$ cat config.mk
export PLATFORM = sky130hd
export DESIGN_NAME = print_uart_tx
export DESIGN_NICKNAME = d
export VERILOG_FILES = /design/src/rtl/print_uart_tx_pkg.sv /design/src/rtl/print_fifo.sv /design/src/rtl/print_uart_tx.sv
export SDC_FILE = /design/constraint.sdc
export NUM_CORES = 1
export LEC_CHECK = 0
export ABC_CLOCK_PERIOD_IN_PS = 5200
export CAP_MARGIN = 5
export CORE_AREA = 3 3 232 234
export CTS_CLUSTER_DIAMETER = 120
export DETAILED_ROUTE_END_ITERATION = 16
export DIE_AREA = 0 0 235 237
export SLEW_MARGIN = 20
export SYNTH_ARGS = -nofsm -noshare
export SYNTH_HDL_FRONTEND = slang
export SYNTH_SLANG_ARGS = --single-unit
$ cat constraint.sdc
create_clock -name clk -period 5.2 [get_ports clk]
set_input_delay 1.04 -clock clk [delete_from_list [all_inputs] [get_ports clk]]
set_output_delay 1.04 -clock clk [all_outputs]
set_load 0.01 [all_outputs]
$ cat src/rtl/print_uart_tx_pkg.sv
// Shared types and constants for the print-port UART transmitter.
// Build option: PRINT_ASCII_HEX_EN selects ASCII-hex framing (9 bytes/word)
// instead of raw little-endian bytes (4 bytes/word).
package print_uart_tx_pkg;

  typedef enum logic [1:0] {
    IDLE  = 2'd0,
    START = 2'd1,
    DATA  = 2'd2,
    STOP  = 2'd3
  } uart_state_t;

`ifdef PRINT_ASCII_HEX_EN
  // 8 hex digits plus a trailing line feed
  localparam int UART_BYTES_PER_WORD = 9;

  // Map a nibble to its uppercase ASCII hex digit
  function automatic logic [7:0] nibble_to_ascii(input logic [3:0] nib);
    return (nib < 4'd10) ? (8'h30 + {4'h0, nib}) : (8'h37 + {4'h0, nib});
  endfunction
`else
  localparam int UART_BYTES_PER_WORD = 4;
`endif

endpackage

$ cat src/rtl/print_fifo.sv
// Synchronous word FIFO buffering print writes ahead of the serializer.
// Latency: a pushed word is readable at the head from the next cycle.
// Backpressure: none internally; caller must not push when full without a pop.
module print_fifo #(
  parameter int DEPTH = 8,
  parameter int WIDTH = 32
) (
  input  logic                     clk,
  input  logic                     start,
  input  logic                     push,
  input  logic [WIDTH-1:0]         push_data,
  input  logic                     pop,
  output logic [WIDTH-1:0]         rd_data,
  output logic                     full,
  output logic                     empty,
  output logic [$clog2(DEPTH):0]   count
);

  localparam int AW = $clog2(DEPTH);
  localparam int CW = AW + 1;

  logic [WIDTH-1:0] mem_q [DEPTH];
  logic [AW-1:0]    wr_ptr_q, wr_ptr_d;
  logic [AW-1:0]    rd_ptr_q, rd_ptr_d;
  logic [CW-1:0]    count_q, count_d;

  // Pointer and occupancy update; pointers wrap naturally since DEPTH is 2^AW
  always_comb begin
    wr_ptr_d = wr_ptr_q;
    rd_ptr_d = rd_ptr_q;
    count_d  = count_q;
    if (push) wr_ptr_d = wr_ptr_q + AW'(1);
    if (pop)  rd_ptr_d = rd_ptr_q + AW'(1);
    case ({push, pop})
      2'b10:   count_d = count_q + CW'(1);
      2'b01:   count_d = count_q - CW'(1);
      default: count_d = count_q;
    endcase
  end

  // Pointer/count registers, cleared by the asynchronous start reset
  always_ff @(posedge clk or negedge start) begin
    if (!start) begin
      wr_ptr_q <= '0;
      rd_ptr_q <= '0;
      count_q  <= '0;
    end else begin
      wr_ptr_q <= wr_ptr_d;
      rd_ptr_q <= rd_ptr_d;
      count_q  <= count_d;
    end
  end

  // Storage array; contents are don't-care while empty, so no reset
  always_ff @(posedge clk) begin
    if (push) mem_q[wr_ptr_q] <= push_data;
  end

  assign rd_data = mem_q[rd_ptr_q];
  assign full    = (count_q == CW'(DEPTH));
  assign empty   = (count_q == '0);
  assign count   = count_q;

endmodule

$ cat src/rtl/print_uart_tx.sv
// Print-port consumer: buffers core print words and sends them as UART 8N1 frames.
// Latency: pop to tx start bit is 1 cycle; a push into an empty FIFO pops the next cycle.
// Backpressure: none to the core; words arriving at a full FIFO are dropped, flagged sticky in overflow.
// Build option: PRINT_ASCII_HEX_EN sends each word as 8 ASCII hex digits + LF.
module print_uart_tx
  import print_uart_tx_pkg::*;
#(
  parameter int DEPTH        = 8,
  parameter int CLKS_PER_BIT = 868
) (
  input  logic                   clk,
  input  logic                   start,
  input  logic                   print_en,
  input  logic [31:0]            print_data,
  output logic                   tx,
  output logic                   busy,
  output logic                   overflow,
  output logic [$clog2(DEPTH):0] fifo_count
);

  localparam int CW = $clog2(DEPTH) + 1;
  localparam int BW = (CLKS_PER_BIT > 2) ? $clog2(CLKS_PER_BIT) : 1;
  localparam logic [BW-1:0] BAUD_LAST = BW'(CLKS_PER_BIT - 1);
  localparam logic [3:0]    LAST_BYTE = 4'(UART_BYTES_PER_WORD - 1);

  uart_state_t   state_q, state_d;
  logic [BW-1:0] baud_q, baud_d;
  logic [2:0]    bit_cnt_q, bit_cnt_d;
  logic [3:0]    byte_idx_q, byte_idx_d;
  logic [31:0]   shift_q, shift_d;
  logic          tx_q, tx_d;
  logic          busy_q, busy_d;
  logic          overflow_q, overflow_d;

  logic          push;
  logic          pop;
  logic          bit_done;
  logic [31:0]   fifo_head;
  logic          fifo_full;
  logic          fifo_empty;
  logic [7:0]    cur_byte_d;

  print_fifo #(
    .DEPTH (DEPTH),
    .WIDTH (32)
  ) u_fifo (
    .clk       (clk),
    .start     (start),
    .push      (push),
    .push_data (print_data),
    .pop       (pop),
    .rd_data   (fifo_head),
    .full      (fifo_full),
    .empty     (fifo_empty),
    .count     (fifo_count)
  );

  assign bit_done = (baud_q == BAUD_LAST);
  // A full FIFO still takes a word when the serializer drains one in the same cycle
  assign push     = print_en && (!fifo_full || pop);

  // Serializer next-state: IDLE pops a word, then START/DATA/STOP per byte until the word is done
  always_comb begin
    state_d    = state_q;
    baud_d     = baud_q;
    bit_cnt_d  = bit_cnt_q;
    byte_idx_d = byte_idx_q;
    shift_d    = shift_q;
    pop        = 1'b0;
    case (state_q)
      IDLE: begin
        baud_d = '0;
        if (!fifo_empty) begin
          pop        = 1'b1;
          shift_d    = fifo_head;
          byte_idx_d = '0;
          bit_cnt_d  = '0;
          state_d    = START;
        end
      end
      START: begin
        if (bit_done) state_d = DATA;
      end
      DATA: begin
        if (bit_done) begin
          bit_cnt_d = bit_cnt_q + 3'd1;
          if (bit_cnt_q == 3'd7) state_d = STOP;
        end
      end
      STOP: begin
        if (bit_done) begin
          if (byte_idx_q == LAST_BYTE) begin
            state_d = IDLE;
          end else begin
            // Next byte follows directly with no idle gap
            byte_idx_d = byte_idx_q + 4'd1;
`ifdef PRINT_ASCII_HEX_EN
            shift_d    = {shift_q[27:0], 4'h0};
`else
            shift_d    = {8'h00, shift_q[31:8]};
`endif
            state_d    = START;
          end
        end
      end
      default: state_d = IDLE;
    endcase
    if (state_q != IDLE) begin
      baud_d = bit_done ? '0 : baud_q + BW'(1);
    end
  end

  // Byte about to be on the line, derived from the next-cycle word/byte position
`ifdef PRINT_ASCII_HEX_EN
  assign cur_byte_d = (byte_idx_d == 4'd8) ? 8'h0A : nibble_to_ascii(shift_d[31:28]);
`else
  assign cur_byte_d = shift_d[7:0];
`endif

  // Registered outputs: line level, activity and sticky drop flag
  always_comb begin
    tx_d = 1'b1;
    case (state_d)
      START:   tx_d = 1'b0;
      DATA:    tx_d = cur_byte_d[bit_cnt_d];
      default: tx_d = 1'b1;
    endcase
    busy_d     = (state_d != IDLE) || push || (fifo_count > CW'(pop));
    overflow_d = overflow_q || (print_en && !push);
  end

  // State registers; start low forces an idle-high line and discards the word in flight
  always_ff @(posedge clk or negedge start) begin
    if (!start) begin
      state_q    <= IDLE;
      baud_q     <= '0;
      bit_cnt_q  <= '0;
      byte_idx_q <= '0;
      shift_q    <= '0;
      tx_q       <= 1'b1;
      busy_q     <= 1'b0;
      overflow_q <= 1'b0;
    end else begin
      state_q    <= state_d;
      baud_q     <= baud_d;
      bit_cnt_q  <= bit_cnt_d;
      byte_idx_q <= byte_idx_d;
      shift_q    <= shift_d;
      tx_q       <= tx_d;
      busy_q     <= busy_d;
      overflow_q <= overflow_d;
    end
  end

  assign tx       = tx_q;
  assign busy     = busy_q;
  assign overflow = overflow_q;

endmodule

; ---- Word level (Yosys, flattened, before mapping)
; Memories as Yosys holds them, arrays and structs flattened.
; Cells that the tools add are included.
; Widths: inputs -> output; s select.
[op_classes]
n_bitwise = 0
magnitude_cmp = 2
shifts = 0
n_div = 0
n_reduce_logical = 16
addsub = 7
n_mul = 0
mux = 29
n_eq_ne = 14
[op_table]
columns = operator, count
row1 = $mux 32, 3
row2 = $pmux 32 s2, 1
row3 = $mux 10, 3
row4 = $pmux 4 s2, 2
row5 = $mux 4, 3
row6 = $add 10x1->10 const B, 1
row7 = $eq 10x10->1 const B, 1
row8 = $mux 2, 5
row9 = $reduce_bool 2->1, 5
row10 = $add 3x1->3 const B, 3
row11 = $add 4x1->4 const B, 2
row12 = $eq 2x2->1 const B, 4
row13 = $pmux 2 s4, 1
row14 = $eq 2x1->1 const B, 3
row15 = $mux 1, 6
row16 = $mux 3, 2
row17 = $ne 2x2->1 const B, 3
row18 = $pmux 3 s2, 1
row19 = $eq 4x2->1 const B, 1
row20 = $eq 4x4->1 const B, 1
row21 = $gt 4x1->1, 1
row22 = $logic_not 4->1, 1
row23 = $logic_or 1x1->1, 4
row24 = $lt 3x4->1 const B, 1
row25 = other kinds (8), 10
[totals]
mem_count = 1
ram_bits = 256
romBits = 0
regBits = 64
inputBits = 35
elab_cells = 81
latchBits = 0
[mem_list]
columns = memory, words, word_bits, read_ports, rd_ports_with_merged_regs, write_ports, line_no
row1 = u_fifo.mem_q, 8, 32, 1, 0, 1, print_fifo.sv:22  ; logic [WIDTH-1:0] mem_q [DEPTH];

; ---- Logic depth before layout (Yosys ltp)
; Gate-level depths: netlist of the first run.
[logic_depth]
depth_word = 8
mapped_depth = 13
ltp_nobuf = 12

; ---- Hierarchy
; A second synthesis of the first run with hierarchy kept.
[hier_totals]
hier_cells = 726
area_unflattened_um2 = 13290.2
[modules_own_cells]
columns = mod, cells_each, instances, area_each_um2, seq_area_each_um2
row1 = print_fifo, 425, 1, 10296.1, 7937.6
row2 = print_uart_tx, 301, 1, 2994.1, 1352.5

; ---- Worst setup path before layout of the first run
; No wires, ideal clock.
[synth_timing]
path_type = register -> register
from = register state_q[0]
to = memory u_fifo.mem_q[1][0] (enable)
arrival_ns = 3.815
path_buffers = 1
slack_ns = 0.924
path_stages_with_launch = 8
period_less_slack_ns = 4.276
setup_ns = 0.461
path_cell_list = dfrtp_1 -> inv_1 -> ha_1 -> clkbuf_1 -> nor2_1 -> a31oi_1 -> nand2_1 -> nor3_1
[synth_via]
elab_chain_cells = 6
[synth_lines]
columns = element, line_no
row1 = from (decl), print_uart_tx.sv:26  ; uart_state_t state_q, state_d;
row2 = from (signal assigned), print_uart_tx.sv:144  ; state_q <= state_d;
row3 = $logic_not 2->1, print_uart_tx.sv:70  ; case (state_q)
row4 = $mux 1, print_uart_tx.sv:70
row5 = $logic_or 1x1->1, print_uart_tx.sv:60  ; assign push = print_en && (!fifo_full || pop);
row6 = $logic_and 1x1->1, print_uart_tx.sv:60
row7 = $mux 1, print_fifo.sv:56  ; if (push) mem_q[wr_ptr_q] <= push_data;
row8 = $mux 1 (implied by the code), print_fifo.sv:56
row9 = to (decl), print_fifo.sv:22
; No other way between the ends.

; ---- Final worst setup path of the first run
[layout_timing]
from = register state_q[0]
to = memory u_fifo.mem_q[6][14] (enable)
; The elaborated chain is that of the path after synthesis.

==> results.md, run 1 <==
• Critical Path Max Stage Delay: 670 ps
• area of the core: 52200 sq um
• slack of the worst reg-to-reg path: 1780 ps
• most used flip-flop cell after synthesis: sky130_fd_sc_hd__edfxtp_1
• clock insertion delay at the later pin of the skew report: 510 ps
• hold-fix buffer count after cts: 0
• register area share after synthesis: 0.720
• startpoint of the lowest-slack register-to-register path: state_q[0]$_DFF_PN0_
• Warnings, synthesis: 0
• most common cell after layout, fill and taps aside: sky130_fd_sc_hd__edfxtp_1
• CTS buffer count: 35
• critical path launch point type: flop
• largest net degree at the start of global routing: 46
• Longest Clk Path Bufs: 3
• post-synthesis instance area: 12900 sq um
• multi-input combinational cell area: 3470 sq um
• Post-Synth XOR/XNOR Area: 0.0122
• share of the clock period used by the worst path: 0.658
• number of antenna violations at the first check in global routing: 1
• status: finished clean
• Storage cell area: 9300 sq um
• share of synthesized registers carrying an async set or reset: 0.200
• nets in the synthesized netlist: 781
• via count: 6658
• number of levels in the clock H-tree: 2
• element type at the critical path end: flop
• Max-Cap Viols: 0
• fraction of layout instances using a drive strength above 1: 0.195
• RSZ-0062 raised after global routing: false
• number of global-route vias before repair: 6951
• number of synthesized flops with an enable pin: 256
• multiplexer share of the synthesized area: 0.138
• TritonCTS Sinks: 320
• Max Freq: 0.292 GHz
• setup skew after layout: 8.52 ps
• capture point of the critical path: u_fifo.mem_q[6][14]$_DFFE_PP_
• cell count of the worst reg-to-reg path: 7
• net total in the final layout: 844
• count of standard-cell rows: 84
• static leakage: 5.20 nW
• GPL Wtd Cong: 0.754
• global-route wire length before repair: 42500 um
• GR Util All Layers: 0.0978
• drt pass-1 iters: 5
• critical path arrival: 3640 ps
• clock transition time at the flip-flop clock pins of the worst setup and hold paths: 60 ps
• vertical extent of the die: 237 um
• Remaining Overflow, GRT: 0
• DRC Markers: 0
• largest family of logic cells by synthesized area: multiplexers
• Total Neg Setup Slack: 0 ps
• Worst path slowest cell: sky130_fd_sc_hd__nor2_4
• filler cell count: 5083
• hold violation count in the final report: 0
• TritonCTS clock tree: built
• drt total wl: 27400 um
• CP Data Required Time: 5420 ps
• count of pins over their slew limit: 0
• slew at the pin closest to its max-slew limit: 1060 ps
• FF+latch count, synth: 320
• compound-cell area share of the yosys netlist: 0.0433
• violation count after the first detailed-routing iteration: 529
• Max Fanout on Critical Path: 18
• ant diodes: 0
• classification of the worst-slack hold path: flop to flop
• most frequent cells in the layout: 256 x sky130_fd_sc_hd__edfxtp_1, 64 x sky130_fd_sc_hd__mux4_2, 60 x sky130_fd_sc_hd__dfrtp_1
• adder-cell area share of the yosys netlist: 0.0151
• setup-violating endpoint count in the final report: 0
• initial core utilization: 0.247
• Inst Count DP: 1445
• P per Cell Area: 534 nW/um^2
• Post-Synthesis Cells: 731
• DP Wirelength: 17400 um
• endpoint of the worst register-to-register path: u_fifo.mem_q[6][14]$_DFFE_PP_
• maximum VDD drop: 289 uV
• mean cell area of the mapped netlist: 17.6 sq um
• overall die area: 55700 sq um
• Critical Path Source: state_q[0]$_DFF_PN0_
• DRT antenna net count: 0
• critical setup path kind: flop to flop
• Setup Buffers After CTS: 0
• number of unique standard cell types used by synthesis: 63
• cell-by-cell listing of the critical path: inv_1 -> ha_1 -> nor2_1 -> a31oi_1 -> nand2b_1 -> nor2_4 -> buf_4
• Clk Tree Root Cell: sky130_fd_sc_hd__clkbuf_16
• final routed wire length divided by cell count: 18.2 um
• number of vias per cell after detailed routing: 4.42
• layout overhead on the synthesized area: 18.7%
• simple-gate area share of the yosys netlist: 0.0550
• Slew headroom: 0.289
• ports placed on the boundary: 42
• non-filler cells in the finished layout: 1507
• final critical path time including I/O delays and setup: 3420 ps
• post-CTS resize count: 0
• Die Width: 235 um
• count of port buffers added during placement: 41
worst max-delay path, delay by kind of cell, from the launching register on:
family                   cells  cell delay, ps
adder cells (fa/ha/maj)      1             450
buffers and inverters        2             410
AO/OA/AOI/OAI                1             650
AND/OR/NAND/NOR              3            1190
flip-flops                   1             430
sequential cells by signal, summed over array words and instances (netlist names):
name,count
overflow,1
u_fifo.count,4
busy,1
u_fifo.rd_ptr_q,3
baud_q,10
u_fifo.wr_ptr_q,3
state_q,2
shift_q,32
byte_idx_q,4
bit_cnt_q,3
u_fifo.mem_q,256
tx,1
power breakdown:
group	total, mW	internal (mW)	switching, mW
Combinational	2.23	1.04	1.19
Sequential	3.62	3.24	0.386
Clock	2.32	1.36	0.963
synth_stat cells (all sizes together), types with 3 or more instances:
master  number  area, sq um
dfrtp       63         1580
xnor2        7         61.3
nand3       15         75.1
o31ai        8         60.1
a31oi        6         37.5
xor2        11         96.3
mux4        64         1440
and3         6         37.5
or3          3         20.0
nand2b       4         32.5
inv         14         52.6
mux2         5         56.3
mux2i       28          280
nor4         5         37.5
nand2       45          169
edfxtp     256         7690
and2         3         18.8
buf         13         62.6
a21oi       20          100
nor3         8         40.0
nand4        5         31.3
o21ai       28          151
clkbuf      20         86.3
ha          14          175
o211ai       3         22.5
nor2        43          161
cell families (layout without fill, tap and decap cells):
| kind of cell | count (synthesis) | after routing |
|---|---|---|
| mux | 97 | 97 |
| buf+inv | 48 | 136 |
| fa+ha+maj | 15 | 15 |
| flops | 320 | 320 |
| simple gates | 147 | 147 |
| compound gates | 86 | 86 |
| xor+xnor | 18 | 18 |
stage by stage:
step           instance area (sq um)  power, mW  utilization  hold slack (ps)  setup slack [ps]
3_5_place_dp                   14200       5.95        0.272              461              1330
4_1_cts                        15300       8.30        0.293              476              1770
2_1_floorplan                  12900       5.15            -              442               924
5_1_grt                        15300       8.63        0.293              491              1450
3_3_place_gp                   14200       5.91        0.272              453              1350
6_report                       15300       8.17        0.293              474              1780
area by class of cell:
type,count,area share
timing repair buffer,60,0.0359
sequential,320,0.607
clock inverter,18,0.00817
tap,688,0.0562
clock buffer,44,0.0627
multi-input combinational,363,0.227
inverter,14,0.00343
metal layers:
metal | vias up | global-route usage | wire [um]
met3 | 40 | 0.0226 | 1390
met4 | 2 | 0.0263 | 468
li1 | 3013 | - | -
met2 | 140 | 0.156 | 13000
met5 | - | 0 | 13
met1 | 3463 | 0.135 | 12600
worst min-delay path by stage:
stage	startpoint	endpoint	slack [ps]	depth (start not counted)
floorplan	shift_q[13]$_DFFE_PN0P_	shift_q[13]$_DFFE_PN0P_	440	2
global placement	overflow$_DFF_PN0_	overflow$_DFF_PN0_	450	1
detailed placement	overflow$_DFF_PN0_	overflow$_DFF_PN0_	460	1
CTS	overflow$_DFF_PN0_	overflow$_DFF_PN0_	480	1
global route	overflow$_DFF_PN0_	overflow$_DFF_PN0_	490	1
finish	overflow$_DFF_PN0_	overflow$_DFF_PN0_	470	1
Note: power is estimated with default switching activity, not from simulation.
==> run 2: changes to the inputs <==
Settings changed: ABC_CLOCK_PERIOD_IN_PS 5200 to 2970.
Clock period 5.2 ns to 2.97 ns, I/O delays scaled along.
==> run 2 against run 1 <==
Net effect: wire length down 2.4%; first-iteration DRC count rose by 26%; register-to-register slack lost 1400 ps; combinational power is 91% higher; clock skew increased by 3.9 ps; core utilization rose by 0.42 points; cell area rose by 1.4%; sequential power increased by 69%; clock power rose by 76%; via count shrank 0.36%; flip-flop and latch count is the same; critical endpoint is now tx$_DFF_PN1_.
==> results.md, run 2 (synthesis results as in run 1) <==
• initial core utilization: 0.247, unchanged
• met1 Resource Use GR: 0.124, -0.0103
• CTS buffer count: 35, unchanged
• power share of the clock group: 0.283, about the same
• critical setup path kind: flop to flop
• RSZ-0062 raised after global routing: false
• number of levels in the clock H-tree: 2, unchanged
• count of pins over their slew limit: 0, unchanged
• vertical extent of the die: 237 um, unchanged
• status: finished clean
• number of global-route vias before repair: 6955, +0.058%
• DRC Markers: 0, unchanged
• area of the core: 52200 sq um, unchanged
• setup skew after layout: 12.4 ps, +3.87 ps
• element type at the critical path end: flop
• drt total wl: 26800 um, -2.4%
• maximum VDD drop: 493 uV, +71%
• share of the clock period used by the worst path: 0.884, +0.226
• TritonCTS Sinks: 320, unchanged
• TritonCTS clock tree: built
• ports placed on the boundary: 42, unchanged
• clock transition time at the flip-flop clock pins of the worst setup and hold paths: 60 ps, about the same
• overall die area: 55700 sq um, unchanged
• via count: 6634, -0.36%
• DP Wirelength: 16300 um, -6.5%
• layout overhead on the synthesized area: 20.4%
• hold violation count in the final report: 0, unchanged
• classification of the worst-slack hold path: primary input to async pin
• Max Freq: 0.381 GHz, +30%
• category of cells accounting for the largest share of critical-path delay: compound AO/OA/AOI/OAI gates
• switching power: 4.47 mW, +76%
• Setup Buffers After CTS: 0, unchanged
• Remaining Overflow, GRT: 0, unchanged
• post-CTS resize count: 0, unchanged
• count of cell instances traversed by the critical path: 7, unchanged
• critical path arrival: 3050 ps, -590 ps
• net total in the final layout: 854, +1.2%
• number of vias per cell after detailed routing: 4.36, -1.2%
• most common cell after layout, fill and taps aside: sky130_fd_sc_hd__edfxtp_1
• Clk Tree Root Cell: sky130_fd_sc_hd__clkbuf_16
• multi-input combinational cell area: 3480 sq um, +0.36%
• P per Cell Area: 932 nW/um^2, +75%
• GR Util All Layers: 0.0972, -0.000554
• Regs by FF count: u_fifo.mem_q (256), shift_q (32), baud_q (10)
• Total Neg Setup Slack: 0 ps, unchanged
• slew at the pin closest to its max-slew limit: 794 ps, -264 ps
• final routed wire length divided by cell count: 17.6 um, -3.2%
• cell count of the worst reg-to-reg path: 7, unchanged
• clock insertion delay at the later pin of the skew report: 520 ps, about the same
• violation count after the first detailed-routing iteration: 666, +26%
• most frequent cells in the layout: 256 x sky130_fd_sc_hd__edfxtp_1, 64 x sky130_fd_sc_hd__mux4_2, 60 x sky130_fd_sc_hd__dfrtp_1
• Worst path slowest cell: sky130_fd_sc_hd__o41a_1
• total power draw: 14.5 mW, +77%
• cell-by-cell listing of the critical path: ha_1 -> or3b_4 -> o41a_1 -> or2_1 -> a2111o_1 -> o2111ai_1 -> a41oi_1
• Slew headroom: 0.470, +0.181
• final critical path time including I/O delays and setup: 2620 ps, -797 ps
• logic gate share of total power: 0.294, +0.021
• layer with the highest usage after global routing: met2
• setup-violating endpoint count in the final report: 0, unchanged
• GPL Wtd Cong: 0.789, +4.6%
• switching power as a share of total power: 0.309, -0.00192
• worst path buffer plus inverter count: 0, -2
• Storage cell area: 9300 sq um, unchanged
• filler cell count: 5077, -0.12%
• static leakage: 5.29 nW, +1.8%
• register name with the most flops: u_fifo.mem_q
• relative contribution of sequential cells to total power: 0.424, -0.019
• Die Width: 235 um, unchanged
• Longest Clk Path Bufs: 3, unchanged
• drt pass-1 iters: 5, unchanged
• critical path launch point type: flop
• met2 layer usage reported by global route: 0.163, +0.00700
• max reg flops: 256, unchanged
• count of standard-cell rows: 84, unchanged
• Max Fanout on Critical Path: 7, -11
• fraction of layout instances using a drive strength above 1: 0.205, +0.00946
• global-route wire length before repair: 42100 um, -1.0%
• DRT antenna net count: 0, unchanged
• largest net degree at the start of global routing: 52, +13%
• Cell Int Power: 10.0 mW, +78%
• count of port buffers added during placement: 41, unchanged
• Critical Path Max Stage Delay: 500 ps, -170 ps
• number of antenna violations at the first check in global routing: 4, +3
• hold-fix buffer count after cts: 0, unchanged
• met3 demand-to-capacity share in global routing: 0.0261, +0.00349
• CP Data Required Time: 3390 ps, -2030 ps
• Hold Slack: 162 ps, -312 ps
• Max-Cap Viols: 0, unchanged
[run 2: cell count changes in the layout (fill, tap and decap cells not counted), sizes merged]
cell	previous run	this run
clkinvlp	2	1
clkinv	14	16
diode	0	2
buf	20	30
clkbuf	44	42
inv	15	16
bufinv	1	2
[run 2: worst paths after layout]
path | end | slack [ps] | startpoint
setup reg to reg | tx$_DFF_PN1_ | 350 | baud_q[0]$_DFF_PN0_
max in group asynchronous | u_fifo.rd_ptr_q[2]$_DFFE_PN0N_ | 2030 | start
setup / recovery | tx$_DFF_PN1_ | 350 | baud_q[0]$_DFF_PN0_
min in group clk | shift_q[13]$_DFFE_PN0P_ | 480 | shift_q[13]$_DFFE_PN0P_
hold / removal | u_fifo.count[3]$_DFFE_PN0P_ | 160 | start
hold reg to reg | shift_q[13]$_DFFE_PN0P_ | 480 | shift_q[13]$_DFFE_PN0P_
[run 2: per-layer routing]
| layer | vias up | wire length (um) |
|---|---|---|
| met1 | 3395 | 11400 |
| met3 | 41 | 1690 |
| met4 | 4 | 497 |
| met5 | - | 14 |
| met2 | 149 | 13100 |
| li1 | 3045 | - |
[run 2: through the flow]
step / setup slack [ps] / instance area [sq um] / cells / util
2_1_floorplan: -453 / 12900 / 731 / -
3_3_place_gp: 232 / 14400 / 1455 / 0.276
3_5_place_dp: 218 / 14400 / 1455 / 0.276
4_1_cts: 357 / 15500 / 1518 / 0.297
5_1_grt: 77.3 / 15500 / 1518 / 0.297
6_report: 345 / 15500 / 1520 / 0.297
[run 2: layout make-up]
| cell class | count | area share |
|---|---|---|
| Sequential cell | 320 | 0.598 |
| Multi-Input combinational cell | 363 | 0.224 |
| Clock buffer | 42 | 0.0594 |
| Tap cell | 688 | 0.0554 |
| Timing Repair Buffer | 70 | 0.0482 |
| Clock inverter | 21 | 0.0107 |
| Inverter | 14 | 0.00338 |
| Antenna cell | 2 | 0.000322 |
[run 2: power groups by stage]
| stage | Combinational [mW] | Clock (mW) | Sequential, mW |
|---|---|---|---|
| after floorplan | 3.04 | 0 | 5.98 |
| after CTS | 4.35 | 4.22 | 6.15 |
| after detailed placement | 4.34 | 0 | 6.24 |
| after global routing | 4.67 | 4.41 | 6.23 |
| after global placement | 4.28 | 0 | 6.21 |
| final | 4.25 | 4.09 | 6.13 |
[run 2: worst reg2reg max path, delay by kind of cell (launching register included)]
| kind | cells | cell delay (ps) |
|---|---|---|
| flops | 1 | 380 |
| simple gates | 2 | 730 |
| fa+ha+maj | 1 | 270 |
| compound gates | 4 | 1150 |
==> run 3: changes to the inputs <==
==> constraint.sdc (replaced) <==
create_clock -name clk -period 2.97 [get_ports clk]
set_input_delay 0.891 -clock clk [delete_from_list [all_inputs] [get_ports clk]]
set_output_delay 0.891 -clock clk [all_outputs]
set_load 0.01 [all_outputs]
==> run 3 against run 2 <==
Net effect: clock skew grew 3.7 ps; cell area is 0.72% higher; hold slack better by 210 ps; clock power increased by 3%; core utilization rose by 0.22 points; count of clock-buffer cells in the layout grew 8.
==> results.md, run 3 (synthesis results as in run 1) <==
• status: finished clean
• global-route wire length before repair: 42600 um, +1.2%
• fraction of layout instances using a drive strength above 1: 0.215, +0.0101
• element type at the critical path end: flop
• multi-input combinational cell area: 3480 sq um, unchanged
• violation count after the first detailed-routing iteration: 532, -20%
• cell repeated most along the worst path: sky130_fd_sc_hd__ha_1
• post-placement worst setup slack: -74.2 ps, -293 ps
• final routed wire length divided by cell count: 17.8 um, +0.85%
• placed standard-cell area: 14500 sq um, +0.54%
• clock transition time at the flip-flop clock pins of the worst setup and hold paths: 60 ps, about the same
• GPL Wtd Cong: 0.781, -0.93%
• register name with the most flops: u_fifo.mem_q
• classification of the worst-slack hold path: primary input to async pin
• Longest Clk Path Bufs: 3, unchanged
• Max Fanout on Critical Path: 7, unchanged
• Worst path slowest cell: sky130_fd_sc_hd__dfrtp_1
• Max Freq: 0.377 GHz, -1.1%
• Remaining Overflow, GRT: 0, unchanged
• cell area after layout: 15600 sq um, +0.72%
• DRC Markers: 0, unchanged
• Clk Tree Root Cell: sky130_fd_sc_hd__clkbuf_16
• overall die area: 55700 sq um, unchanged
• count of pins over their slew limit: 0, unchanged
• Setup Buffers After CTS: 0, unchanged
• hold violation count in the final report: 0, unchanged
• Storage cell area: 9300 sq um, unchanged
• RSZ-0062 raised after global routing: false
• most common cell after layout, fill and taps aside: sky130_fd_sc_hd__edfxtp_1
• Slew headroom: 0.571, +0.100
• layout overhead on the synthesized area: 21.3%
• most frequent cells in the layout: 256 x sky130_fd_sc_hd__edfxtp_1, 64 x sky130_fd_sc_hd__mux4_2, 60 x sky130_fd_sc_hd__dfrtp_1
• Max-Cap Viols: 0, unchanged
• net total in the final layout: 867, +1.5%
• Inst Count DP: 1467, +0.82%
• non-filler cells in the finished layout: 1530, +0.66%
• DRT antenna net count: 0, unchanged
• Regs by FF count: u_fifo.mem_q (256), shift_q (32), baud_q (10)
• Die Width: 235 um, unchanged
• post-CTS resize count: 0, unchanged
• ports placed on the boundary: 42, unchanged
• setup-violating endpoint count in the final report: 0, unchanged
• setup skew after layout: 16.1 ps, +3.66 ps
• maximum VDD drop: 352 uV, -29%
• number of antenna violations at the first check in global routing: 1, -3
• clock insertion delay at the later pin of the skew report: 520 ps, about the same
• count of standard-cell rows: 84, unchanged
• drt pass-1 iters: 5, unchanged
• TritonCTS clock tree: built
• initial core utilization: 0.247, unchanged
• max reg flops: 256, unchanged
• critical path arrival: 3040 ps, about the same
• P per Cell Area: 938 nW/um^2, +0.63%
• Hold Slack: 369 ps, +207 ps
• area of the core: 52200 sq um, unchanged
• via count: 6695, +0.92%
• GR Util All Layers: 0.0973, about the same
• Worst Setup Slack, final: 317 ps, -28.5 ps
• largest net degree at the start of global routing: 65, +25%
• static leakage: 5.37 nW, +1.4%
• count of port buffers added during placement: 41, unchanged
• final critical path time including I/O delays and setup: 2650 ps, +28.5 ps
• DP Wirelength: 17300 um, +6.6%
• critical path launch point type: flop
• filler cell count: 5080, +0.059%
• critical setup path kind: flop to flop
• drt total wl: 27200 um, +1.5%
• number of levels in the clock H-tree: 2, unchanged
• CTS buffer count: 36, +2.9%
• vertical extent of the die: 237 um, unchanged
• share of the clock period used by the worst path: 0.893, +0.00961
• hold-fix buffer count after cts: 0, unchanged
• slew at the pin closest to its max-slew limit: 644 ps, -150 ps
• Critical Path Max Stage Delay: 430 ps, -70 ps
• TritonCTS Sinks: 320, unchanged
• number of global-route vias before repair: 7001, +0.66%
• CP Data Required Time: 3360 ps, -30 ps
• cell-by-cell listing of the critical path: inv_1 -> ha_1 -> nor2_1 -> a31oi_1 -> inv_1 -> ha_1 -> ha_1 -> a21o_1 -> a21oi_1 -> xnor2_1 -> nor2_1 -> xor2_1
• number of vias per cell after detailed routing: 4.38, +0.26%
• ant diodes: 0, -2
-- run 3: cell count changes in the layout (fill, tap and decap cells not counted), sizes merged --
cell      before  now
clkinvlp       1    0
diode          2    0
clkinv        16    8
clkbuf        42   50
buf           30   42
inv           16   17
-- run 3: worst paths after layout --
| kind | startpoint | end | slack, ps | depth (start not counted) |
|---|---|---|---|---|
| hold / removal | start | u_fifo.count[2]$_DFFE_PN0P_ | 370 | 2 |
| setup / recovery | state_q[0]$_DFF_PN0_ | u_fifo.count[3]$_DFFE_PN0P_ | 320 | 12 |
| min in group clk | overflow$_DFF_PN0_ | overflow$_DFF_PN0_ | 480 | 1 |
| max in group asynchronous | start | u_fifo.rd_ptr_q[0]$_DFFE_PN0N_ | 2270 | 2 |
| hold reg to reg | overflow$_DFF_PN0_ | overflow$_DFF_PN0_ | 480 | 1 |
| setup reg to reg | state_q[0]$_DFF_PN0_ | u_fifo.count[3]$_DFFE_PN0P_ | 320 | 12 |
-- run 3: per-layer routing --
| metal | part of all wire | wire length [um] | track usage |
|---|---|---|---|
| met1 | 0.45 | 12300 | 0.130 |
| met3 | 0.043 | 1180 | 0.0201 |
| met5 | 0.00026 | 7 | 0 |
| met4 | 0.019 | 503 | 0.0249 |
| met2 | 0.48 | 13200 | 0.162 |
-- run 3: power by group --
part	switching [mW]	total (mW)	internal, mW
Combinational	2.34	4.33	1.99
Sequential	0.464	6.13	5.67
Clock	1.70	4.22	2.52
-- run 3: area by class of cell --
type | instances | share of cell area
timing repair buffer | 82 | 0.0528
clock buffer | 50 | 0.0629
sequential | 320 | 0.594
clock inverter | 13 | 0.00928
tap | 688 | 0.0550
multi-input combinational | 363 | 0.223
inverter | 14 | 0.00336
-- run 3: critical path, delay by kind of cell (launching register included) --
family	cells	cell delay, ps
buffers and inverters	2	180
adders and majority gates	3	810
AOI/OAI and AO/OA	3	640
DFF	1	430
xor gates and xnor gates	2	280
and+or+nand+nor	2	190
-- run 3: through the flow --
stage | total power, mW | TNS, ps | utilization
floorplan | 9.01 | -106810 | -
global placement | 10.6 | -64.9 | 0.278
detailed placement | 10.7 | -74.2 | 0.278
CTS | 14.9 | 0 | 0.300
global route | 15.5 | 0 | 0.300
finish | 14.7 | 0 | 0.300
